File: src/rtl/hazard_fwd_ctrl.sv
// Register-fetch hazard controller: tracks in-flight destinations, raises
// load-use / flag-use stalls and produces registered EX operand forwarding selects.
module hazard_fwd_ctrl #(
    parameter int NREG  = 32,
    parameter int CNT_W = 16
) (
    input  logic             clk,
    input  logic             reset,
    input  logic             id_valid,
    input  logic [4:0]       id_rn,
    input  logic [4:0]       id_ab,
    input  logic             id_use_a,
    input  logic             id_use_b,
    input  logic [4:0]       id_rd,
    input  logic             id_regwrite,
    input  logic             id_memread,
    input  logic             id_setflag,
    input  logic             id_useflag,
    input  logic             flush,
    output logic             stall,
    output logic [1:0]       fwd_a,
    output logic [1:0]       fwd_b,
    output logic [CNT_W-1:0] stall_cnt
);

    localparam logic [4:0] XZR = 5'(NREG - 1);

    localparam logic [1:0] SEL_RF  = 2'b00;
    localparam logic [1:0] SEL_EX  = 2'b01;
    localparam logic [1:0] SEL_MEM = 2'b10;

    // EX slot keeps every field; MEM only needs "writes rd" for forwarding.
    // WB-slot producers are covered by the inverted-clock register file write,
    // so nothing about them has to be kept once they leave MEM.
    logic       ex_valid;
    logic [4:0] ex_rd;
    logic       ex_regwrite;
    logic       ex_memread;
    logic       ex_setflag;
    logic       mem_writes;
    logic [4:0] mem_rd;

    logic       ex_hit_a;
    logic       ex_hit_b;
    logic       mem_hit_a;
    logic       mem_hit_b;
    logic       load_use;
    logic       flag_use;
    logic       issue;
    logic [1:0] fwd_a_nxt;
    logic [1:0] fwd_b_nxt;

    always_comb begin
        ex_hit_a  = ex_valid & ex_regwrite & (ex_rd == id_rn) & (id_rn != XZR);
        ex_hit_b  = ex_valid & ex_regwrite & (ex_rd == id_ab) & (id_ab != XZR);
        mem_hit_a = mem_writes & (mem_rd == id_rn) & (id_rn != XZR);
        mem_hit_b = mem_writes & (mem_rd == id_ab) & (id_ab != XZR);

        load_use = ex_memread & ((id_use_a & ex_hit_a) | (id_use_b & ex_hit_b));
        flag_use = id_useflag & ex_valid & ex_setflag;
        stall    = id_valid & ~flush & (load_use | flag_use);
        issue    = id_valid & ~stall & ~flush;

        fwd_a_nxt = SEL_RF;
        if (issue && id_use_a) begin
            if (ex_hit_a)       fwd_a_nxt = SEL_EX;
            else if (mem_hit_a) fwd_a_nxt = SEL_MEM;
        end

        fwd_b_nxt = SEL_RF;
        if (issue && id_use_b) begin
            if (ex_hit_b)       fwd_b_nxt = SEL_EX;
            else if (mem_hit_b) fwd_b_nxt = SEL_MEM;
        end
    end

    always_ff @(posedge clk) begin
        if (reset) begin
            ex_valid    <= 1'b0;
            ex_rd       <= '0;
            ex_regwrite <= 1'b0;
            ex_memread  <= 1'b0;
            ex_setflag  <= 1'b0;
            mem_writes  <= 1'b0;
            mem_rd      <= '0;
            fwd_a       <= SEL_RF;
            fwd_b       <= SEL_RF;
            stall_cnt   <= '0;
        end else begin
            mem_writes  <= ex_valid & ex_regwrite;
            mem_rd      <= ex_rd;
            ex_valid    <= issue;
            ex_rd       <= id_rd;
            ex_regwrite <= issue & id_regwrite;
            ex_memread  <= issue & id_memread;
            ex_setflag  <= issue & id_setflag;
            fwd_a       <= fwd_a_nxt;
            fwd_b       <= fwd_b_nxt;
            if (stall && (stall_cnt != {CNT_W{1'b1}}))
                stall_cnt <= stall_cnt + 1'b1;
        end
    end

endmodule

File: config.mk
export PLATFORM = sky130hd
export DESIGN_NAME = hazard_fwd_ctrl
export DESIGN_NICKNAME = d
export VERILOG_FILES = /design/src/rtl/hazard_fwd_ctrl.sv
export SDC_FILE = /design/constraint.sdc
export NUM_CORES = 1
export LEC_CHECK = 0
export BUFFER_PORTS_ARGS = -buffer_cell sky130_fd_sc_hd__buf_2
export CORE_MARGIN = 8
export CORE_UTILIZATION = 55
export CTS_CLUSTER_DIAMETER = 50
export DETAILED_ROUTE_END_ITERATION = 16
export GPL_ROUTABILITY_DRIVEN = 0
export PLACE_DENSITY = 0.81
export SKIP_LAST_GASP = 1
export SLEW_MARGIN = 30
export SYNTH_ARGS = -nofsm -noshare
export SYNTH_HDL_FRONTEND = slang
export SYNTH_SLANG_ARGS = --single-unit
File: constraint.sdc
create_clock -name clk -period 4.4 [get_ports clk]
set_input_delay 0.88 -clock clk [delete_from_list [all_inputs] [get_ports clk]]
set_output_delay 0.88 -clock clk [all_outputs]
set_load 0.01 [all_outputs]
==> results.txt <==
Largest net degree at the start of global routing = 38
H-tree depth = 2
VDD IR max = 0.000188 V
CP arrival = 2.48 ns
Synth async-reset ratio = 0
Mean post-synth cell area = 8.99 sq um
Complex-gate fraction of the synthesized area = 0.119
# Post-CTS Setup Buffers = 0
Number of flops mapped to enable cells by yosys = 0
Core area = 0.00300 sq mm
Vias in the first global route = 1415
Worst-margin pin slew = 0.755 ns
CTS tree = yes
Fraction of final layout cells sized beyond drive strength 1 = 0.272
Adder-Cell Fraction of Synth Area = 0.00733
Clk pin slew, worst setup/hold paths = 0.10 ns
Layout Cells excl Fill = 268
CTS Hold Bufs = 0
Finished Cell Area = 0.00199 sq mm
Clk_skew = 0.0128 ns
DR iter-0 viols = 91
Synth top cells by count = dfxtp_1, nor2b_1, nor2_1
WL/cell = 13.0 um
# clock sinks = 35
Leakage = 0.898 nW
Synth top area cells = dfxtp_1, xnor2_1, nor2b_1
Synthesized flop and latch total = 35
Setup TNS = 0 ns
Final nets = 262
Largest family of logic cells by synthesized area = simple AND/OR/NAND/NOR gates
Max cap viols = 0
Critical Path RT = 3.52 ns
Pwr Density = 264 mW/mm^2
Ant. Diodes = 0
Mux contribution to synthesized area = 0.0454
GRT Util Overall = 0.142
Top_reg_cell synth = dfxtp_1
Status = finished, final reports clean
Syn. warnings = 0
Initial antenna violation count = 0
CP Class = in2out
Chip width = 71.7 um
Site Rows = 20
First-pass GRT wire length = 5.93 mm
Die ar. = 0.00514 sq mm
Gr ovfl total = 0
DR vias = 1461
I/O Pins = 46
Crit path time final = 3.36 ns
Library cells used by synthesis = 34
Crit path capture type = primary output
Post-Synth XOR/XNOR Area = 0.108
Final core utilization = 0.663
HPWL after detailed placement = 2.71 mm
FF-to-FF setup slack = 1.74 ns
RSZ-0062 raised after global routing = false
Fillers = 272
Worst slew margin = 0.495
Final Power = 0.526 mW
Inst Count DP = 262
Synth top area share = 0.410
Hold Path Class = reg2reg
FMAX = 0.297 GHz
Worst-Skew Late Latency = 0.33 ns
Starting density of the core = 0.569
Mapped Cells = 190
Root buffer cell = clkbuf_4
Count of pins over their slew limit = 0
CTS Buffer Depth = 2
Resized Gates After CTS = 0
Count leader, synth = dfxtp_1
Buffers on Ports = 45
Final hold violations = 0
Syn-to-layout area delta = 16.5%
Die height = 71.7 um
Placed cell areas = 0.00195 sq mm
Part of the cycle the worst path needs = 0.764
Post-Syn Nets = 216
Startpoint types = primary input
Post-DRT Antenna Nets = 0
Detailed-route wire length = 3.49 mm
Sequential area share after synthesis = 0.410
Synth Area in Simple Gates = 0.278
Post-DR vias/cell = 5.45
# setup viols final = 0
First-pass iteration count of the detailed router = 4
CP Max Fanout = 3
# DRC = 0
Mapped Area = 0.00171 sq mm
Synth area leader = dfxtp_1
Clock buffer count from CTS = 5
path summary, 6_finish.rpt:
path | from | to | cells after the start
worst max-delay path | id_rn[3] | stall | 8
worst min-delay path | ex_rd[4]$_SDFF_PP0_ | mem_rd[4]$_SDFF_PP0_ | 1
worst max register to register | ex_rd[3]$_SDFF_PP0_ | stall_cnt[8]$_SDFFE_PP0P_ | 6
worst min register to register | ex_rd[4]$_SDFF_PP0_ | mem_rd[4]$_SDFF_PP0_ | 1
through the flow:
stage	hold WS [ns]	setup slack, ns
6_report	0.506	1.04
5_1_grt	0.531	0.924
4_1_cts	0.509	1.02
3_5_place_dp	0.496	1.02
3_3_place_gp	0.483	1.04
2_1_floorplan	0.436	1.27
cell families (layout without fill, tap and decap cells):
family,Yosys count,count (layout)
DFF,35,35
AOI/OAI and AO/OA,26,26
buffers and inverters,14,59
and+or+nand+nor,86,86
adders and majority gates,1,1
xor gates and xnor gates,21,21
muxes,7,7
layer usage:
metal,GRT usage,part of all wire
met5,0,0
met4,0.0658,0.0066
met3,0.0586,0.061
met2,0.234,0.49
met1,0.155,0.44
where the power goes:
part / internal (mW) / switching [mW]
logic: 0.0235 / 0.0230
registers: 0.322 / 0.00478
clock network: 0.0568 / 0.0958
total: 0.402 / 0.124
final cells by class:
type / instances / area [sq um] / share of cell area
flip-flops and latches: 35 / 701 / 0.352
well taps: 33 / 41.3 / 0.0208
repair buffers: 45 / 225 / 0.113
multi-input cells: 141 / 951 / 0.478
inverters: 8 / 30.0 / 0.0151
clock buffers: 6 / 41.3 / 0.0208
state kept, by name, summed over array words and instances, names as in the netlist:
register	flops
mem_writes	1
ex_setflag	1
ex_valid	1
ex_rd	5
fwd_b	2
ex_memread	1
ex_regwrite	1
stall_cnt	16
fwd_a	2
mem_rd	5
worst max-delay path: stages:
cell     delay (ns)
buf_2          0.12
xor2_1         0.14
or4_1          0.55
or3_4          0.38
nand2_1        0.12
a21oi_1        0.08
nor2_1         0.08
buf_2          0.13
layout by cell type (no fill, tap or decap), types with 2 or more instances in the layout:
cell type  netlist  layout
nor4_1           2       2
nor2_1          16      16
o21ai_0          2       2
clkbuf_4         0       5
nand2b_1         4       4
buf_2            0      45
a31o_2           5       5
nand3_1         13      13
nor3_1           2       2
inv_1            8       8
nand2_1          8       8
nand4_1          5       5
a21oi_1         10      10
and2_1           4       4
a21o_1           4       4
dfxtp_1         35      35
xor2_1           8       8
xnor2_1         13      13
o211ai_1         2       2
nor2b_1         18      18
and3_1           9       9
mux2_2           4       4
mux2_1           2       2
Power figures use the tool's default switching activity.
